$ cat config.mk
export PLATFORM = sky130hd
export DESIGN_NAME = adc_decimator
export DESIGN_NICKNAME = d
export VERILOG_FILES = /design/src/rtl/adc_decimator.sv
export SDC_FILE = /design/constraint.sdc
export NUM_CORES = 1
export LEC_CHECK = 0
export BUFFER_PORTS_ARGS = -buffer_cell sky130_fd_sc_hd__buf_2
export CAP_MARGIN = 15
export CELL_PAD_IN_SITES_DETAIL_PLACEMENT = 1
export CELL_PAD_IN_SITES_GLOBAL_PLACEMENT = 2
export CORE_ASPECT_RATIO = 1.1
export CORE_MARGIN = 2
export CORE_UTILIZATION = 39
export CTS_CLUSTER_SIZE = 28
export DETAILED_ROUTE_END_ITERATION = 10
export GPL_TIMING_DRIVEN = 0
export HOLD_SLACK_MARGIN = 0.05
export PLACE_DENSITY = 0.95
export SYNTH_ARGS = -nofsm -noshare
export SYNTH_HDL_FRONTEND = slang
export SYNTH_SLANG_ARGS = --single-unit
$ cat constraint.sdc
create_clock -name clk -period 10.1 [get_ports clk]
set_clock_uncertainty 0.05 [all_clocks]
set_input_delay 0.505 -clock clk [delete_from_list [all_inputs] [get_ports clk]]
set_output_delay 0.505 -clock clk [all_outputs]
set_load 0.1 [all_outputs]
$ cat src/rtl/adc_decimator.sv
// Box-car decimator for the dual-channel 14-bit ADC stream feeding the PDH core.
// Ports: clk, rst_ni (async low), en_i, dec_log2_i (N), adc_tdata_i/adc_tvalid_i
//   raw samples (ch1 [15:0], ch2 [31:16]), offset1_i/offset2_i (signed DC
//   offsets), m_tdata_o/m_tvalid_o averaged output pulse, ovr_o per-window
//   over-range flags (bit0 ch1, bit1 ch2).
// Optional: define ADC_DECIMATOR_DC_OFFSET_EN to subtract saturated offsets.
module adc_decimator #(
    parameter int ADC_DATA_WIDTH   = 16,
    parameter int ADC_BITS         = 14,
    parameter int AXIS_TDATA_WIDTH = 32,
    parameter int MAX_DEC_LOG2     = 8,
    parameter int ACC_WIDTH        = 24
) (
    input  logic                        clk,
    input  logic                        rst_ni,
    input  logic                        en_i,
    input  logic [3:0]                  dec_log2_i,
    input  logic [AXIS_TDATA_WIDTH-1:0] adc_tdata_i,
    input  logic                        adc_tvalid_i,
    input  logic [ADC_DATA_WIDTH-1:0]   offset1_i,
    input  logic [ADC_DATA_WIDTH-1:0]   offset2_i,
    output logic [AXIS_TDATA_WIDTH-1:0] m_tdata_o,
    output logic                        m_tvalid_o,
    output logic [1:0]                  ovr_o
);

    localparam int DW = ADC_DATA_WIDTH;
    localparam int AW = ACC_WIDTH;
    localparam int CW = MAX_DEC_LOG2 + 1;
    localparam logic signed [AW-1:0] SMAX =
        AW'((1 << (ADC_BITS - 1)) - 1);
    localparam logic signed [AW-1:0] SMIN = ~SMAX;

    typedef enum logic {IDLE, ACCUM} state_t;

    state_t state_q, state_d;

    logic signed [AW-1:0] acc1_q, acc2_q;
    logic signed [AW-1:0] s1, s2;
    logic signed [AW-1:0] sum1, sum2;
    logic signed [AW-1:0] sh1, sh2;
    logic [CW-1:0]        cnt_q, win_last;
    logic [3:0]           n_q, n_clamp;
    logic [1:0]           flag_q, or_now;
    logic [ADC_BITS-1:0]  raw1, raw2;
    logic                 take, done;

    function automatic logic signed [AW-1:0] sext(
        input logic [ADC_BITS-1:0] r
    );
        return {{(AW-ADC_BITS){r[ADC_BITS-1]}}, r};
    endfunction

    function automatic logic is_ovr(input logic [ADC_BITS-1:0] r);
        return (r == {1'b1, {(ADC_BITS-1){1'b0}}}) ||
               (r == {1'b0, {(ADC_BITS-1){1'b1}}});
    endfunction

    assign raw1 = adc_tdata_i[ADC_BITS-1:0];
    assign raw2 = adc_tdata_i[DW+ADC_BITS-1:DW];

`ifdef ADC_DECIMATOR_DC_OFFSET_EN
    function automatic logic signed [AW-1:0] sub_sat(
        input logic [ADC_BITS-1:0] r,
        input logic [DW-1:0]       off
    );
        logic signed [AW-1:0] d;
        d = sext(r) - {{(AW-DW){off[DW-1]}}, off};
        if (d > SMAX)
            d = SMAX;
        else if (d < SMIN)
            d = SMIN;
        return d;
    endfunction

    assign s1 = sub_sat(raw1, offset1_i);
    assign s2 = sub_sat(raw2, offset2_i);

    logic unused_bits;
    assign unused_bits = ^{adc_tdata_i[DW-1:ADC_BITS],
                           adc_tdata_i[2*DW-1:DW+ADC_BITS],
                           sh1[AW-1:DW], sh2[AW-1:DW]};
`else
    assign s1 = sext(raw1);
    assign s2 = sext(raw2);

    logic unused_bits;
    assign unused_bits = ^{adc_tdata_i[DW-1:ADC_BITS],
                           adc_tdata_i[2*DW-1:DW+ADC_BITS],
                           sh1[AW-1:DW], sh2[AW-1:DW],
                           offset1_i, offset2_i, SMIN};
`endif

    assign or_now   = {is_ovr(raw2), is_ovr(raw1)};
    assign n_clamp  = (dec_log2_i > 4'(MAX_DEC_LOG2)) ?
                      4'(MAX_DEC_LOG2) : dec_log2_i;
    assign win_last = (CW'(1) << n_q) - CW'(1);
    assign take     = (state_q == ACCUM) && en_i && adc_tvalid_i;
    assign done     = take && (cnt_q == win_last);
    assign sum1     = acc1_q + s1;
    assign sum2     = acc2_q + s2;
    assign sh1      = sum1 >>> n_q;
    assign sh2      = sum2 >>> n_q;

    always_comb begin
        state_d = state_q;
        unique case (state_q)
            IDLE:    if (en_i)  state_d = ACCUM;
            ACCUM:   if (!en_i) state_d = IDLE;
            default: state_d = IDLE;
        endcase
    end

    always_ff @(posedge clk or negedge rst_ni) begin
        if (!rst_ni) begin
            state_q    <= IDLE;
            n_q        <= '0;
            cnt_q      <= '0;
            acc1_q     <= '0;
            acc2_q     <= '0;
            flag_q     <= '0;
            m_tdata_o  <= '0;
            m_tvalid_o <= 1'b0;
            ovr_o      <= '0;
        end else begin
            state_q    <= state_d;
            m_tvalid_o <= 1'b0;
            if (state_q == IDLE || !en_i) begin
                // Idle or leaving: drop any partial window.
                cnt_q  <= '0;
                acc1_q <= '0;
                acc2_q <= '0;
                flag_q <= '0;
                if (state_q == IDLE && en_i)
                    n_q <= n_clamp;
            end else if (done) begin
                m_tdata_o  <= {sh2[DW-1:0], sh1[DW-1:0]};
                m_tvalid_o <= 1'b1;
                ovr_o      <= flag_q | or_now;
                cnt_q      <= '0;
                acc1_q     <= '0;
                acc2_q     <= '0;
                flag_q     <= '0;
                n_q        <= n_clamp;
            end else if (take) begin
                cnt_q  <= cnt_q + CW'(1);
                acc1_q <= sum1;
                acc2_q <= sum2;
                flag_q <= flag_q | or_now;
            end
        end
    end

endmodule

==> metrics, run 1 <==
status complete, no violations; GRT Total Usage 0.2815; area grow syn2layout 12.02%; max_slew headroom 0.3300; Int Pwr between 0.7 and 0.8 mW; CP Max Fanout 10; Post-CTS Hold Fix Bufs 0; Port Buffers 70; worst-skew pair later-pin latency between 0.3 and 0.4 ns; post-CTS setup buffers 0; YS warnings 0; maximum number of pins on one net before global-route repair 62; # setup viols final 0; Clock Sinks roughly 100; Leak between 4 and 5 nW; most frequent cell after synthesis nand2_1; largest area contributor in the netlist dfrtp_1; final setup TNS 0 ns; ranking of synthesized cells by area dfrtp_1 (28%), ha_1 (6.7%), mux2i_1 (5.5%), nand2_1 (4.9%), o21ai_0 (4.7%); critical path class reg -> reg; Mapped Area 8921 sq um; WHS a little over 0.07 ns; unrepaired setup endpoints after global routing false; CP max-delay cell clkbuf_1; Sw Share 0.4267; flops & latches, synth between 90 and 100; Post-synth top cells nand2_1 (116), dfrtp_1 (99), o21ai_0 (83); Comb pwr share 0.415; Pwr Density about 140 nW/um^2; Initial DRT Pass Iterations 5; clock network fraction of total power 0.279; Final WS setup slightly below 5 ns; critical path launch point type flop; prevailing post-synth register cell dfrtp_1; I/O Pins around 110; share of power burned in registers 0.306; nets@finish between 1000 and 1500; Avg Inst Size Synth 8.384 sq um; share of cells above drive strength 1 0.1434; initial antenna violation count 0; ys async rst share 1.000; antenna fix cells 0; largest family of logic cells by synthesized area compound AO/OA/AOI/OAI gates; final wirelength around 33000 um; DRC Markers 0; sequential area share after synthesis 0.2777; Data required, critical path about 10 ns; core area approximately 23000 sq um; wire per inst 23.01 um; CP Data Arrival Time 5.51 ns; Netlist cell types 92; starting density of the core 0.3940; FMAX between 150 and 200 MHz; CTS max path bufs 2; Die Ht 162.6 um; clock transition at the registers of the reported paths 0.08 ns; Crit path max-delay family buffers and inverters; Mapped Cells roughly 1100; Post-Synth Simple-Gate Area 0.1791; Core Rows 58; Largest stage delay, worst path 0.79 ns; worst min path class in -> async; Pins Over Slew Limit 0; XOR/XNOR Fraction of Synth Area 0.05091; DP Area 9677 sq um; clk root buf clkbuf_16; Avg Vias per Cell 6.211; adder-cell share of the synthesized area 0.07181; top cell type's share of synthesized area 0.2777; total gr overflow 0; dpl hpwl roughly 26000 um; Worst IR Drop VDD 0.08498 mV; Max Cap Viol 0; CTS buffer count 9; die area around 24000 sq um; post-synthesis mux area share 0.09032; RePlAce Congestion 0.9958; final instance area roughly 10000 sq um; Hold Fails Final Rpt 0; Via Count between 9000 and 10000; Net Sw Power roughly 0.6 mW; Die X 148.2 um; Post-synth EDFFs 0; Place WS around 5 ns; most used cell, CP clkbuf_1; ANT nets after route 0; H-tree levels 3; Final Total Pwr about 1.4 mW; CP endpoint kind flop; Iter 0 DRT Violations approximately 610; Critical Path, Cell by Cell buf_6 > clkbuf_1 > buf_1 > clkbuf_1 > nor2_1 > nand2_1 > ha_1 > buf_2 > a21oi_1 > o32ai_1 > xor2_1 > or3_1 > nor4_2 > clkbuf_1 > o2bb2ai_1 > nor2_1; # resized after CTS 0; final period utilization 0.5198; vias in the first global route ~9500; first-pass GRT wire length approximately 53000 um; Synth Net Count about 1200; CTS tree built; Worst Path Buf+Inv 6; Synth Area in Compound Gates 0.2923; Tightest Pin Transition between 0.9 and 1 ns; final period demand of the worst path between 5 and 6 ns
## stage by stage
step	utilization	cells
final	0.4414	1451
after CTS	0.4414	1451
after global placement	0.4261	1434
after global routing	0.4414	1451
after detailed placement	0.4274	1435
after floorplan	-	1064
## per-layer routing
layer / vias to the layer above / share of wire / track usage
met5: - / 0 / 0
met4: 0 / 0.046 / 0.1312
met3: 90 / 0.043 / 0.04034
met2: 241 / 0.49 / 0.4848
met1: 4500 / 0.42 / 0.3477
li1: 4181 / - / -
## worst paths after layout
check | cells past startpoint | startpoint | slack (ns) | endpoint
max | 16 | n_q[2] | 4.85 | m_tdata_o[27]
min | 1 | rst_ni | 0.07 | acc2_q[11]
max reg2reg | 16 | n_q[2] | 4.85 | m_tdata_o[27]
min reg2reg | 1 | m_tdata_o[17] | 0.43 | m_tdata_o[17]
max in group asynchronous | 2 | rst_ni | 9.20 | m_tdata_o[26]
min in group clk | 1 | en_i | 0.24 | state_q
## registers in the layout (all words and copies together), names as in the netlist
| register | count |
|---|---|
| m_tdata_o | 32 |
| acc1_q | 24 |
| flag_q | 2 |
| n_q | 4 |
| cnt_q | 9 |
| ovr_o | 2 |
| acc2_q | 24 |
| m_tvalid_o | 1 |
| state_q | 1 |
## placed cells by master (no fill, tap or decap), drive strengths merged, types with 7 or more instances in the layout
| cell type | netlist | final |
|---|---|---|
| a211oi | 25 | 25 |
| a21o | 35 | 35 |
| a21oi | 77 | 77 |
| a22o | 31 | 31 |
| a22oi | 9 | 9 |
| a31oi | 14 | 14 |
| and2 | 7 | 7 |
| and3 | 10 | 10 |
| buf | 19 | 90 |
| clkbuf | 47 | 56 |
| dfrtp | 99 | 99 |
| ha | 48 | 48 |
| inv | 14 | 18 |
| mux2 | 20 | 20 |
| mux2i | 49 | 49 |
| nand2 | 117 | 117 |
| nand3 | 23 | 23 |
| nand4 | 11 | 11 |
| nor2 | 80 | 80 |
| nor3 | 23 | 23 |
| nor4 | 13 | 13 |
| o211ai | 11 | 11 |
| o21a | 9 | 9 |
| o21ai | 100 | 100 |
| o22ai | 9 | 9 |
| or2 | 9 | 9 |
| or3 | 10 | 10 |
| xnor2 | 24 | 24 |
| xor2 | 27 | 27 |
## power by group through the flow
stage	sequential (mW)	clock, mW	combinational (mW)
finish	0.426	0.389	0.579
floorplan	0.477	0	0.349
detailed placement	0.434	0	0.566
CTS	0.426	0.392	0.570
global placement	0.433	0	0.553
global route	0.428	0.403	0.620
## final cells by class
type / count / area (sq um)
Tap cell: 300 / 375.4
Multi-Input combinational cell: 884 / 6106
Fill cell: 2768 / 12650
Buffer: 66 / 280.3
Clock buffer: 9 / 225.2
Clock inverter: 7 / 91.34
Timing Repair Buffer: 71 / 380.4
Inverter: 15 / 57.56
Sequential cell: 99 / 2477
## cell families (layout without fill, tap and decap cells)
group                    count (synthesis)  count (layout)
buffers and inverters                   81             168
flip-flops                              99              99
AO/OA/AOI/OAI                          382             382
XOR/XNOR                                51              51
adder cells (fa/ha/maj)                 50              50
AND/OR/NAND/NOR                        328             328
multiplexers                            73              73
No activity file was read; power rests on OpenSTA's default activity.
==> run 2: changes to the inputs <==
- CORE_UTILIZATION: 39 -> 36
- PLACE_DENSITY: 0.95 -> 0.89
- clock period: 10.1 -> 5.5 ns (I/O delays scaled with it)
==> run 2 against run 1 <==
  * Sequential share of layout area about the same
  * Count of clock-buffer cells in the layout stayed put
  * Design area is essentially flat
  * Sequential cell count did not move
  * Non-clock buffer count rose by 2
  * Setup slack worse by 4.6 ns
  * Via count is 0.94% lower
  * Core utilization is 3.1 points lower
  * Fmax rose by 0.75%
  * Critical path type unchanged
  * Critical endpoint is now acc1_q[8]
==> metrics, run 2 (synthesis results as in run 1) <==
Max Cap Viol 0; final setup TNS 0 ns; Post-Layout Cell Count between 1000 and 1500; Die X roughly 150 um; clock network fraction of total power 0.265; Leak between 4 and 5 nW; Pins Over Slew Limit 0; CTS tree built; share of power burned in registers 0.312; unrepaired setup endpoints after global routing false; core area roughly 24000 sq um; placed cell count around 1400; initial antenna violation count 0; final period utilization 0.9474; Core Rows 60; Final Total Pwr around 2.5 mW; Min-Delay Path Depth 3; starting density of the core 0.3656; GRT Total Usage 0.2617; area grow syn2layout 12.13%; I/O Pins around 110; Clock Sinks 99; total gr overflow 0; # setup viols final 0; CTS buffer count 9; max_slew headroom 0.3063; status complete, no violations; worst-skew pair later-pin latency about 0.37 ns; Worst IR Drop VDD roughly 0.12 mV; Iter 0 DRT Violations around 600; top flop regs m_tdata_o: 32 flops, acc1_q: 24 flops, acc2_q: 24 flops; Net Sw Power around 1.1 mW; Int Pwr 1.423 mW; Data required, critical path around 5.8 ns; RePlAce Congestion a little over 0.9; Port Buffers 70; CP Data Arrival Time around 5.5 ns; most frequent cells in the layout nand2_1 (116), dfrtp_1 (99), o21ai_0 (83); share of cells above drive strength 1 0.1440; Die Ht between 150 and 200 um; Avg Vias per Cell 6.102; final period demand of the worst path 5.211 ns; final wirelength approximately 34000 um; Sw Share 0.4334; wire per inst approximately 23 um; nets@finish 1270; Register-to-Register Path Depth 16; H-tree levels 3; Largest register FFs 32; first-pass GRT wire length roughly 53000 um; Largest stage delay, worst path 0.66 ns; CTS max path bufs 2; most used cell, CP clkbuf_1; most flop-heavy register m_tdata_o; clk root buf clkbuf_16; vias in the first global route around 9300; CP max-delay cell clkbuf_1; critical path class reg -> reg; dpl hpwl 26140 um; Tightest Pin Transition around 1.0 ns; DRC Markers 0; Worst path depth 16; Worst Path Buf+Inv 6; Hold Fails Final Rpt 0; FMAX about 190 MHz; Critical Path, Cell by Cell buf_6 > clkbuf_1 > buf_1 > clkbuf_1 > nor2_1 > nand2_1 > ha_1 > buf_2 > a21oi_1 > o32ai_1 > xor2_1 > or3_1 > nor3_1 > nor2_1 > clkbuf_1 > a22o_1; CP endpoint kind flop; Crit path max-delay family buffers and inverters; post-CTS setup buffers 0; Comb pwr share 0.423; critical path launch point type flop; antenna fix cells 0; commonest non-fill, non-tap cell in the layout nand2_1; ANT nets after route 0; worst min path class in -> reg; CP Max Fanout 10; Initial DRT Pass Iterations 5; die area roughly 26000 sq um; clock transition at the registers of the reported paths 0.08 ns; final core utilization 0.4100; maximum number of pins on one net before global-route repair 64; Pwr Density between 200 and 300 nW/um^2; Via Count about 9000
## run 2: final cells by class
class	count	area (sq um)
Buffer	66	281.5
Clock buffer	9	225.2
Clock inverter	7	67.56
Fill cell	2978	14400
Inverter	15	57.56
Multi-Input combinational cell	884	6106
Sequential cell	99	2477
Tap cell	310	387.9
Timing Repair Buffer	73	400.4
## run 2: worst paths after layout
| path | start | endpoint | slack (ns) |
|---|---|---|---|
| max in group asynchronous | rst_ni | acc2_q[7] | 4.28 |
| min in group asynchronous | rst_ni | m_tdata_o[2] | 0.38 |
| min reg2reg | m_tdata_o[1] | m_tdata_o[1] | 0.43 |
| min | dec_log2_i[1] | n_q[1] | 0.11 |
| max reg2reg | n_q[2] | acc1_q[8] | 0.29 |
| max | n_q[2] | acc1_q[8] | 0.29 |
## run 2: repair_timing
action / CTS / global route
resized for setup: 0 / 4
endpoints found under the hold margin: 37 / 0
hold buffers: 2 / 0
setup endpoints to repair: 0 / 7
## run 2: worst reg2reg max path: stages, from the launching register on
cell	delay, ns
dfrtp_1	0.43
buf_6	0.19
clkbuf_1	0.45
buf_1	0.49
clkbuf_1	0.58
nor2_1	0.12
nand2_1	0.10
ha_1	0.14
buf_2	0.21
a21oi_1	0.09
o32ai_1	0.29
xor2_1	0.22
or3_1	0.19
nor3_1	0.09
nor2_1	0.59
clkbuf_1	0.66
a22o_1	0.25
## run 2: stage by stage
| step | instance area (sq um) | hold slack [ns] | setup WS [ns] |
|---|---|---|---|
| 2_1_floorplan | 8921 | -0.07059 | 1.548 |
| 3_3_place_gp | 9659 | 0.3879 | 0.4451 |
| 3_5_place_dp | 9689 | 0.2676 | 0.4046 |
| 4_1_cts | 10000 | 0.1074 | 0.3604 |
| 5_1_grt | 10000 | 0.1112 | 0.04059 |
| 6_report | 10000 | 0.1079 | 0.2891 |
## run 2: power by group through the flow
stage	logic, mW	clock network, mW	registers (mW)
floorplan	0.641	0	0.876
global placement	1.02	0	0.796
detailed placement	1.04	0	0.797
CTS	1.05	0.675	0.782
global route	1.14	0.703	0.787
finish	1.06	0.666	0.783
## run 2: routing by layer
layer  vias up  global-route usage  routed length, um
li1       4171                   -                  -
met1      4467              0.3307              14730
met2       223              0.4631              16890
met3        66             0.03456               1183
met4         0             0.08330                971
met5         -                   0                  0
